**config.mk**
```make
export PLATFORM = sky130hd
export DESIGN_NAME = fft_input_reorder_flat
export DESIGN_NICKNAME = d
export VERILOG_FILES = /design/src/rtl/fft_input_reorder_if.sv /design/src/rtl/fft_input_reorder.sv /design/src/flat_wrapper.sv
export SDC_FILE = /design/constraint.sdc
export NUM_CORES = 1
export LEC_CHECK = 0
export CAP_MARGIN = 20
export CORE_MARGIN = 2
export CORE_UTILIZATION = 52
export CTS_CLUSTER_DIAMETER = 60
export DETAILED_ROUTE_END_ITERATION = 10
export PLACE_DENSITY = 0.67
export SLEW_MARGIN = 0
export SYNTH_ARGS = -nofsm -noshare
export SYNTH_HDL_FRONTEND = slang
export SYNTH_SLANG_ARGS = --single-unit
```
**constraint.sdc**
```tcl
create_clock -name clk -period 12.3 [get_ports clk]
set_input_delay 3.075 -clock clk [delete_from_list [all_inputs] [get_ports clk]]
set_output_delay 3.075 -clock clk [all_outputs]
set_load 0.01 [all_outputs]
```
**src/rtl/fft_input_reorder_if.sv**
```systemverilog
// Sample-in / frame-out bundle of the FFT input reorder buffer.
// slave = reorder block, master = the upstream source and FFT engine driving its inputs.
interface fft_input_reorder_if #(
    parameter int AW = 3
);
    logic          in_valid;
    logic [31:0]   in_data;
    logic          in_last;
    logic          in_ready;
    logic          out_frame_valid;
    logic          out_bank;
    logic [AW-1:0] out_rd_addr;
    logic [31:0]   out_rd_data;
    logic          out_frame_done;
    logic          frame_err;

    modport slave (
        input  in_valid, in_data, in_last, out_rd_addr, out_frame_done,
        output in_ready, out_frame_valid, out_bank, out_rd_data, frame_err
    );

    modport master (
        output in_valid, in_data, in_last, out_rd_addr, out_frame_done,
        input  in_ready, out_frame_valid, out_bank, out_rd_data, frame_err
    );
endinterface

```
**src/rtl/fft_input_reorder.sv**
```systemverilog
// Ping-pong buffer writing samples at bit-reversed addresses; read data 1 clk after address.
// in_ready drops only while the write bank still holds an unreleased frame (both banks FULL).
module fft_input_reorder #(
    parameter int N  = 8,
    parameter int AW = $clog2(N)
) (
    input  logic               clk,
    input  logic               rst_n,
    fft_input_reorder_if.slave bus
);
    typedef enum logic [1:0] {
        EMPTY   = 2'd0,
        FILLING = 2'd1,
        FULL    = 2'd2
    } bank_st_e;

    bank_st_e [1:0] bank_st_q, bank_st_d;
    logic           wr_bank_q, wr_bank_d;
    logic           rd_bank_q, rd_bank_d;
    logic [AW-1:0]  wr_cnt_q, wr_cnt_d;
    logic           frame_err_q, frame_err_d;
    logic [31:0]    rd_data_q, rd_data_d;

    logic [31:0]    mem [2*N];

    logic           wr_full, rd_full;
    logic           xfer, release_ok, last_slot;
    logic [AW-1:0]  wr_addr;

    function automatic logic [AW-1:0] bitrev(input logic [AW-1:0] v);
        logic [AW-1:0] r;
        for (int i = 0; i < AW; i++) begin
            r[i] = v[AW-1-i];
        end
        return r;
    endfunction

    always_ff @(posedge clk) begin
        if (!rst_n) begin
            bank_st_q[0] <= EMPTY;
            bank_st_q[1] <= EMPTY;
            wr_bank_q    <= 1'b0;
            rd_bank_q    <= 1'b0;
            wr_cnt_q     <= '0;
            frame_err_q  <= 1'b0;
            rd_data_q    <= '0;
        end else begin
            bank_st_q    <= bank_st_d;
            wr_bank_q    <= wr_bank_d;
            rd_bank_q    <= rd_bank_d;
            wr_cnt_q     <= wr_cnt_d;
            frame_err_q  <= frame_err_d;
            rd_data_q    <= rd_data_d;
        end
    end

    // Storage is never cleared; a bank's contents only matter once it is FULL.
    always_ff @(posedge clk) begin
        if (rst_n && xfer) begin
            mem[{wr_bank_q, wr_addr}] <= bus.in_data;
        end
    end

    always_comb begin
        xfer        = bus.in_valid && !wr_full;
        release_ok  = bus.out_frame_done && rd_full;
        last_slot   = (wr_cnt_q == AW'(N - 1));
        wr_addr     = bitrev(wr_cnt_q);

        bank_st_d   = bank_st_q;
        wr_bank_d   = wr_bank_q;
        rd_bank_d   = rd_bank_q;
        wr_cnt_d    = wr_cnt_q;
        frame_err_d = xfer && (bus.in_last != last_slot);
        rd_data_d   = mem[{rd_bank_q, bus.out_rd_addr}];

        if (xfer) begin
            if (last_slot) begin
                bank_st_d[wr_bank_q] = FULL;
                wr_cnt_d             = '0;
                wr_bank_d            = !wr_bank_q;
            end else begin
                bank_st_d[wr_bank_q] = FILLING;
                wr_cnt_d             = wr_cnt_q + AW'(1);
            end
        end

        // A release always hits a FULL bank and a write never does, so both may land together.
        if (release_ok) begin
            bank_st_d[rd_bank_q] = EMPTY;
            rd_bank_d            = !rd_bank_q;
        end
    end

    always_comb begin
        wr_full             = (bank_st_q[wr_bank_q] == FULL);
        rd_full             = (bank_st_q[rd_bank_q] == FULL);
        bus.in_ready        = !wr_full;
        bus.out_frame_valid = rd_full;
        bus.out_bank        = rd_bank_q;
        bus.out_rd_data     = rd_data_q;
        bus.frame_err       = frame_err_q;
    end
endmodule

```
**src/flat_wrapper.sv**
```systemverilog
// flat-port wrapper written by rule: the top's interface ports become plain ports
module fft_input_reorder_flat 
#(
    parameter int N  = 8,
    parameter int AW = $clog2(N)
)
  (clk, rst_n, bus_in_valid, bus_in_data, bus_in_last, bus_out_rd_addr, bus_out_frame_done, bus_in_ready, bus_out_frame_valid, bus_out_bank, bus_out_rd_data, bus_frame_err);
  fft_input_reorder_if #(.AW(AW)) bus_i ();
  input  logic clk;
  input  logic rst_n;
  input wire logic [$bits(bus_i.in_valid)-1:0] bus_in_valid;
  input wire logic [$bits(bus_i.in_data)-1:0] bus_in_data;
  input wire logic [$bits(bus_i.in_last)-1:0] bus_in_last;
  input wire logic [$bits(bus_i.out_rd_addr)-1:0] bus_out_rd_addr;
  input wire logic [$bits(bus_i.out_frame_done)-1:0] bus_out_frame_done;
  output wire logic [$bits(bus_i.in_ready)-1:0] bus_in_ready;
  output wire logic [$bits(bus_i.out_frame_valid)-1:0] bus_out_frame_valid;
  output wire logic [$bits(bus_i.out_bank)-1:0] bus_out_bank;
  output wire logic [$bits(bus_i.out_rd_data)-1:0] bus_out_rd_data;
  output wire logic [$bits(bus_i.frame_err)-1:0] bus_frame_err;
  assign bus_i.in_valid = bus_in_valid;
  assign bus_i.in_data = bus_in_data;
  assign bus_i.in_last = bus_in_last;
  assign bus_i.out_rd_addr = bus_out_rd_addr;
  assign bus_i.out_frame_done = bus_out_frame_done;
  assign bus_in_ready = bus_i.in_ready;
  assign bus_out_frame_valid = bus_i.out_frame_valid;
  assign bus_out_bank = bus_i.out_bank;
  assign bus_out_rd_data = bus_i.out_rd_data;
  assign bus_frame_err = bus_i.frame_err;
  fft_input_reorder #(.N(N), .AW(AW)) u_core (.clk(clk), .rst_n(rst_n), .bus(bus_i));
endmodule
```
==> results.yml, run 1 <==
status:
  status: "completed"
routing:
  first_iter_violations: 872
  postRouteAntennaNets: 0
  routed-via-count: 10530
  wl_met1_microns: 18910
  route.met3.wl_microns: 2498
  wl_per_cell_microns: 23.46
  dr.pass1.iters: 5
  highest_layer: "met4"
  dr_wl_met2_microns: 19970
  vias_per_cell: 5.832
  routed_wl_microns: 42370
  route.detailed.drc: 0
floorplan:
  die-width_microns: 204.3
  dieArea_sq_um: 41750
  std_cell_rows: 73
  fp.dieH_microns: 204.3
  coreArea_sq_um: 39640
  start_util_pct: 52.65
  ioPinCount: 76
setup_path:
  start_kind: "input pin"
  cp-end-kind: "flip-flop"
  reg2reg_to: "u_core.mem[5][1]"
  reg2regPathDepth: 5
  path_cells: "clkdlybuf4s50_1 -> inv_1 -> nor4_1 -> nand3b_1 -> nor2_4 -> buf_4"
  required_ps: 12530
  slowest_delay_ps: 760
  path_class: "in2reg"
  r2r_slack_ps: 8740
  cp_slowest_cell: "nor4_1"
  path_max_fanout: 17
  worstPathArrival_ps: 6230
  r2r_start: "u_core.wr_bank_q"
yosys:
  yosys.area_share.adder_pct: 0.1799
  synthTopCellsByArea: "edfxtp_1 (74%), mux2i_1 (11%), dfxtp_1 (4.0%)"
  synth_edf_count: 512
  synth.net_count: 1187
  syn_inst: 1144
  yosys_warnings: 0
  syn_area_per_cell_sq_um: 18.24
  synth_top_family_by_area: "multiplexers"
  yosys.area.top_type: "edfxtp_1"
  synthXorXnorAreaFrac_pct: 0.08393
  ys_ff_latch: 554
  synthDistinctLibCells: 36
  yosys.area_share.simple_pct: 2.194
  synth_top_flop_cell: "edfxtp_1"
  synthTopCellsByCount: "edfxtp_1 (512), mux2i_1 (227), a22oi_1 (99)"
  yosysMostFrequentCell: "edfxtp_1"
  syn_area_sq_um: 20870
  ys_seq_area_share_pct: 77.70
  synth.top_cell.area_share_pct: 73.67
  synthMuxAreaShare_pct: 12.51
  synth_compound_area_share_pct: 5.755
  ys_async_sr_fraction_pct: 0
cells_and_area:
  finalNonFillerCells: 1806
  area_growth_pct: 15.69
  multi_input_area_sq_um: 4463
  diodes: 0
  regArea_sq_um: 16220
  fillers: 2824
  drive_above_1_share_pct: 11.40
  final_nets: 1282
placed_design:
  hpwl_microns: 21640
  place_ws_ps: 5800
  portBuffers: 75
  gp_congestion: 0.7243
  place_inst: 1708
sta:
  worst_slack_ps: 6301
  fin_worst_skew_ps: 21.25
  worstMarginPinSlew_ps: 1073
  layout_min_cycle_time_ps: 5999
  finalSetupViolCount: 0
  slew_headroom_pct: 28.49
  whs_ps: 554.3
  fin_crit_sh_pct: 48.77
  fin_tns_setup_ps: 0
  fmax_mhz: 166.7
  rsz0062_at_grt: "no"
  hold_violations: 0
  maxSlewViolCount: 0
global_route:
  grt_use_total_pct: 20.65
  grt_max_degree: 66
  grt_pass1_wl_microns: 63740
  gr-total-overflow: 0
  antenna_found_initial: 0
  grt_pass1_vias: 10510
power:
  p_sw_share_pct: 19.89
  p_sw_w: 0.0007724
  power_frac_seq_pct: 53.6
  p_clk_share_pct: 41.7
  cell_internal_pwr_w: 0.003111
  p_comb_share_pct: 4.7
  leakage_nw: 8.369
  peakVddDrop_mv: 0.1177
  powerDensity_nw_per_um2: 160.9
clock_network:
  post_cts_resized: 0
  clkTransAtPathRegs_ps: 60
  cts_tree: "built"
  cts.sinks: 554
  htree_levels: 2
  clk_path_buf_depth: 3
  cts_buffers: 52
  post_cts_buffers: 0
  ctsHoldBuffers: 0
  clkLatencyLatePin_ps: 570
  cts-root-buf: "clkbuf_16"
min_path:
  worstHoldPathCells: 2
  min_from: "u_core.bank_st_q[0]"
  hold_path.class: "reg2reg"
  worstHoldEndpoint: "u_core.bank_st_q[0]"
job:
  max-cap-violations: 0
stage by stage:
step	instance area, sq um	util (%)	power, W
after floorplan	20870	-	0.002219
after global placement	22290	56.22	0.002301
after detailed placement	22360	56.41	0.002304
after CTS	24100	60.81	0.003914
after global routing	24140	60.91	0.004000
final	24140	60.91	0.003884
critical path: cells and delay by family:
family	cells	cell delay, ps
and+or+nand+nor	3	1940
buffers and inverters	3	1200
per-layer routing:
layer / global-route usage [%] / vias up
li1: - / 4785
met1: 29.65 / 5374
met4: 5.952 / 0
met2: 32.88 / 301
met3: 3.412 / 72
met5: 0 / -
power by group through the flow:
stage               Combinational [W]  Sequential [W]  Clock (W)
floorplan                   0.0000939         0.00213          0
global placement             0.000179         0.00212          0
detailed placement           0.000182         0.00212          0
CTS                          0.000183         0.00208    0.00165
global route                 0.000196         0.00208    0.00172
finish                       0.000181         0.00208    0.00162
final cells by class:
cell class	instances	area share [%]
Sequential cell	554	67.16
Multi-Input combinational cell	522	18.48
Clock buffer	61	5.700
Timing Repair Buffer	103	4.322
Tap cell	525	2.721
Clock inverter	35	1.518
Inverter	6	0.09328
cells in the final DEF, fill, tap and decap left out, types with 2 or more instances in the layout:
cell             Yosys  routed
nand2_1             58      57
o22ai_1             17      17
edfxtp_1           512     512
clkinv_2             0      11
bufinv_16            0       8
dfxtp_1             42      42
clkbuf_1            26       6
clkdlybuf4s50_1      0      74
nor2_1              20       7
ha_1                 3       3
clkbuf_16            0      53
nor2b_4              0       2
nand3b_1             2       2
inv_1                6       6
o21ai_0             32      32
mux2i_1            227     227
a31oi_1              4       4
buf_4               13      23
nor3_2               0       4
nor2_4               0      13
clkinv_1             0      13
buf_12               0       3
nand2b_1             4       3
a21oi_1              2       2
clkinvlp_4           0       3
xnor2_1              2       2
buf_16               0       2
clkbuf_8             0       2
nand3_1              2       2
a22oi_1             99      99
a221oi_1            15      15
mux4_2              15      15
or3_1                2       2
kinds of logic (layout without fill, tap and decap cells):
| group | count (synthesis) | count (layout) |
|---|---|---|
| compound gates | 172 | 172 |
| xor+xnor | 2 | 2 |
| fa+ha+maj | 3 | 3 |
| buf+inv | 68 | 205 |
| flops | 554 | 554 |
| mux | 242 | 242 |
| simple gates | 103 | 103 |
sequential cells by signal, indices dropped and copies added (netlist names):
name	cells
u_core.bus.out_bank	1
u_core.wr_cnt_q	3
u_core.bus.out_rd_data	32
u_core.bus.frame_err	1
u_core.bank_st_q	4
u_core.wr_bank_q	1
u_core.mem	512
how the worst max path moves through the flow:
stage	from	to	cells after the start
2_1_floorplan	rst_n	u_core.mem[4][0]	4
6_report	rst_n	u_core.mem[5][1]	6
3_3_place_gp	rst_n	u_core.mem[7][23]	6
4_1_cts	rst_n	u_core.mem[5][24]	6
5_1_grt	rst_n	u_core.mem[5][1]	6
3_5_place_dp	rst_n	u_core.mem[5][24]	6
(Power assumes the default switching activity.)
==> run 2: changes to the inputs <==
PLACE_DENSITY = 0.69   (was 0.67)
clock period = 5.4 ns   (was 12.3 ns; I/O delays follow)
==> run 2 against run 1 <==
  * First-iteration DRC count down 5.0%
  * Routed wire length rose by 3.5%
  * Clock skew down 8.5 ps
  * Final cell count up 0.50%
  * Clock power up 120%
  * Setup slack got worse by 4900 ps
  * Combinational power increased by 140%
  * Sequential power rose by 130%
  * Via count increased by 1.2%
  * Global-route usage up 0.67 points
  * Largest cell class unchanged
  * Largest power group unchanged
  * Highest routed layer unchanged
==> results.yml, run 2 (synthesized netlist as in run 1, its figures left out) <==
clock_network:
  post_cts_buffers: 0
  htree_levels: 2
  ctsHoldBuffers: 0
  post_cts_resized: 0
  cts_buffers: 55
  clk_path_buf_depth: 3
  cts_tree: "built"
  clkTransAtPathRegs_ps: 60
  cts-root-buf: "clkbuf_16"
  cts.sinks: 554
  clkLatencyLatePin_ps: 600
placed_design:
  hpwl_microns: 24810
  gp_congestion: 0.7847
  portBuffers: 75
sta:
  rsz0062_at_grt: "no"
  slew_headroom_pct: 28.73
  layout_min_cycle_time_ps: 4016
  whs_ps: 557.2
  fin_crit_sh_pct: 74.37
  hold_violations: 0
  fin_tns_setup_ps: 0
  finalSetupViolCount: 0
  fin_worst_skew_ps: 12.76
  fmax_mhz: 249.0
  maxSlewViolCount: 0
  worstMarginPinSlew_ps: 1069
job:
  max-cap-violations: 0
floorplan:
  ioPinCount: 76
  std_cell_rows: 73
  start_util_pct: 52.65
  die-width_microns: 204.3
  fp.dieH_microns: 204.3
  coreArea_sq_um: 39640
  dieArea_sq_um: 41750
cells_and_area:
  final_core_util_pct: 60.94
  fillers: 2870
  drive_above_1_share_pct: 11.63
  regArea_sq_um: 16220
  layout_commonest_cell: "edfxtp_1"
  diodes: 0
  final_cell_mix: "edfxtp_1 (512), mux2i_1 (227), a22oi_1 (99)"
  largest_register_ffs: 512
  multi_input_area_sq_um: 4463
  area_growth_pct: 15.76
  regMostFlops: "u_core.mem"
  final_nets: 1288
setup_path:
  r2r_slack_ps: 2020
  path_class: "in2reg"
  cp-end-kind: "flip-flop"
  reg2regPathDepth: 5
  worstPathArrival_ps: 4270
  r2r_start: "u_core.wr_bank_q"
  required_ps: 5650
  start_kind: "input pin"
  reg2reg_to: "u_core.mem[15][1]"
  path_max_fanout: 18
min_path:
  worstHoldEndpoint: "u_core.wr_cnt_q[1]"
  hold_path.class: "reg2reg"
  worstHoldPathCells: 2
  min_from: "u_core.wr_cnt_q[1]"
global_route:
  grt_max_degree: 94
  grt_pass1_vias: 10600
  gr-total-overflow: 0
  grt_use_total_pct: 21.31
  grt_pass1_wl_microns: 65680
  antenna_found_initial: 0
routing:
  dr.pass1.iters: 5
  routed-via-count: 10660
  vias_per_cell: 5.871
  routed_wl_microns: 43850
  route.detailed.drc: 0
  postRouteAntennaNets: 0
  wl_per_cell_microns: 24.16
  first_iter_violations: 828
status:
  status: "completed"
power:
  leakage_nw: 8.375
  p_total_w: 0.008744
  powerDensity_nw_per_um2: 362.0
  peakVddDrop_mv: 0.2487
run 2: cell types whose count changed in the layout (fill, tap and decap cells not counted), sizes merged:
cell,previous run,this run
buf,29,32
bufinv,8,2
clkbuf,61,75
inv,6,7
clkinv,24,22
clkinvlp,3,2
run 2: worst max-delay path by stage:
stage                      from            endpoint  slack [ps]  depth (start not counted)
after floorplan           rst_n    u_core.mem[4][0]         620                          4
after global placement    rst_n  u_core.mem[15][14]         990                          6
after detailed placement  rst_n  u_core.mem[15][11]         840                          6
after CTS                 rst_n   u_core.mem[15][1]        1480                          6
after global routing      rst_n   u_core.mem[15][1]        1170                          6
final                     rst_n   u_core.mem[15][1]        1380                          6
run 2: area by class of cell:
type	count	share of cell area, %
Sequential cell	554	67.12
Clock inverter	27	0.8080
Multi-Input combinational cell	522	18.47
Tap cell	525	2.719
Clock buffer	75	6.174
Timing Repair Buffer	106	4.609
Inverter	6	0.09323
run 2: worst max-delay path, stage by stage:
cell and delay [ps]:
clkdlybuf4s50_1 570, inv_1 150, nor4_1 790, nand3_1 460, nor2_4 490, buf_4 430
run 2: where the power goes:
part / total, W / internal, W / switching, W
combinational: 0.000435 / 0.000169 / 0.000266
clock: 0.00357 / 0.00203 / 0.00154
sequential: 0.00474 / 0.00473 / 0.0000126
run 2: metrics by stage:
step	cells	instance area (sq um)	setup slack, ps
floorplan	1144	20870	619.9
global placement	1713	22470	991.0
detailed placement	1713	22470	843.2
CTS	1815	24160	1476
global route	1815	24160	1168
finish	1815	24160	1384
run 2: metal layers:
| layer | track usage (%) | share of wire [%] | vias up |
|---|---|---|---|
| met5 | 0 | 0 | - |
| met4 | 6.573 | 2.2 | 0 |
| met3 | 3.651 | 6.0 | 65 |
| met2 | 33.81 | 48 | 348 |
| met1 | 30.44 | 44 | 5468 |
| li1 | - | - | 4775 |
==> run 3: changes to the inputs <==
PLACE_DENSITY = 0.67   (was 0.69)
clock period = 4 ns   (was 5.4 ns; I/O delays follow)
==> run 3 against run 2 <==
  * First-iteration DRC count decreased by 18%
  * Final cell count increased by 0.44%
  * Combinational power up 32%
  * Sequential power is 35% higher
  * Clock skew is 2.6 ps lower
  * Non-clock buffer count grew 9
==> results.yml, run 3 (synthesized netlist as in run 1, its figures left out) <==
status:
  status: "completed"
setup_path:
  path_class: "reg2out"
  critical_path_depth: 3
  path_max_fanout: 15
  cp_top_family: "flip-flops"
  start_kind: "flip-flop"
  cp_num_buf_inv: 1
  reg2regPathDepth: 5
  required_ps: 3000
  r2r_slack_ps: 940
  slowest_delay_ps: 820
  worstPathArrival_ps: 2310
  path_cells: "nor3b_1 -> nor2_1 -> clkdlybuf4s50_1"
  cp_slowest_cell: "dfxtp_1"
  cp-end-kind: "output pin"
routing:
  dr.pass1.iters: 5
  first_iter_violations: 681
  vias_per_cell: 5.818
  routed_wl_microns: 41580
  postRouteAntennaNets: 0
  wl_per_cell_microns: 22.81
  route.detailed.drc: 0
  routed-via-count: 10610
sta:
  fin_worst_skew_ps: 10.15
  fmax_mhz: 302.0
  rsz0062_at_grt: "no"
  worstMarginPinSlew_ps: 982.8
  slew_headroom_pct: 34.48
  fin_crit_sh_pct: 82.79
  layout_min_cycle_time_ps: 3312
  maxSlewViolCount: 0
  hold_violations: 0
  fin_tns_setup_ps: 0
  finalSetupViolCount: 0
clock_network:
  htree_levels: 2
  clk_path_buf_depth: 3
  cts.sinks: 554
  cts-root-buf: "clkbuf_16"
  cts_buffers: 54
  cts_tree: "built"
  ctsHoldBuffers: 0
  clkLatencyLatePin_ps: 590
  clkTransAtPathRegs_ps: 60
  post_cts_buffers: 0
  post_cts_resized: 0
cells_and_area:
  final_nets: 1296
  largest_register_ffs: 512
  layout_commonest_cell: "edfxtp_1"
  diodes: 0
  area_growth_pct: 17.05
  final_cell_mix: "edfxtp_1 (512), mux2i_1 (227), a22oi_1 (99)"
  regMostFlops: "u_core.mem"
  drive_above_1_share_pct: 12.33
global_route:
  grt_pass1_vias: 10780
  gr-total-overflow: 0
  antenna_found_initial: 0
  grt_max_degree: 65
  grt_pass1_wl_microns: 63050
  grt_use_total_pct: 20.26
job:
  max-cap-violations: 0
floorplan:
  start_util_pct: 52.65
  die-width_microns: 204.3
  coreArea_sq_um: 39640
  ioPinCount: 76
  std_cell_rows: 73
  dieArea_sq_um: 41750
  fp.dieH_microns: 204.3
placed_design:
  hpwl_microns: 22550
  gp_congestion: 0.7322
  portBuffers: 75
power:
  p_total_w: 0.01191
  peakVddDrop_mv: 0.3437
  powerDensity_nw_per_um2: 487.4
  leakage_nw: 8.448
min_path:
  hold_path.class: "reg2reg"
  worstHoldPathCells: 2
run 3: changes by cell type in the layout (fill, tap and decap cells not counted), sizes merged:
cell,change
buf,+9
clkinv,-6
bufinv,+2
clkbuf,+2
clkinvlp,+1
run 3: metal layers:
| metal | global-route usage [%] | up-vias | share of wire, % |
|---|---|---|---|
| li1 | - | 4798 | - |
| met1 | 27.98 | 5455 | 44 |
| met2 | 33.10 | 287 | 49 |
| met3 | 3.571 | 67 | 4.7 |
| met4 | 6.263 | 0 | 2.3 |
| met5 | 0 | - | 0 |
run 3: final timing paths:
| kind | end | start |
|---|---|---|
| worst max-delay path | bus_in_ready | u_core.wr_bank_q |
| worst min-delay path | u_core.wr_cnt_q[1] | u_core.wr_cnt_q[1] |
| worst max register to register | u_core.mem[14][6] | u_core.wr_bank_q |
| worst min register to register | u_core.wr_cnt_q[1] | u_core.wr_cnt_q[1] |
run 3: through the flow:
step	hold slack (ps)	worst slack [ps]	cell area (sq um)	utilization, %	std cells
2_1_floorplan	489.7	427.4	20890	-	1144
3_3_place_gp	525.8	279.2	22680	57.21	1722
3_5_place_dp	534.8	181.4	22680	57.21	1722
4_1_cts	542.7	651.7	24430	61.62	1823
5_1_grt	574.0	524.2	24430	61.62	1823
6_report	546.1	688.4	24430	61.62	1823
run 3: area by class of cell:
class,count,area (sq um)
clock buffers,77,1529
clock inverters,24,222.7
fillers,2866,15210
inverters,6,22.52
repair buffers,115,1294
flip-flops and latches,554,16220
multi-input cells,522,4488
well taps,525,656.9
run 3: tightest hold or removal path: stages (launching register included):
cell and delay, ps:
dfxtp_1 360, nand2_1 90, a21oi_2 50
run 3: where the power goes:
| part | internal (W) | switching [W] |
|---|---|---|
| clock | 0.00291 | 0.00202 |
| sequential | 0.00638 | 0.0000171 |
| combinational | 0.000235 | 0.000338 |
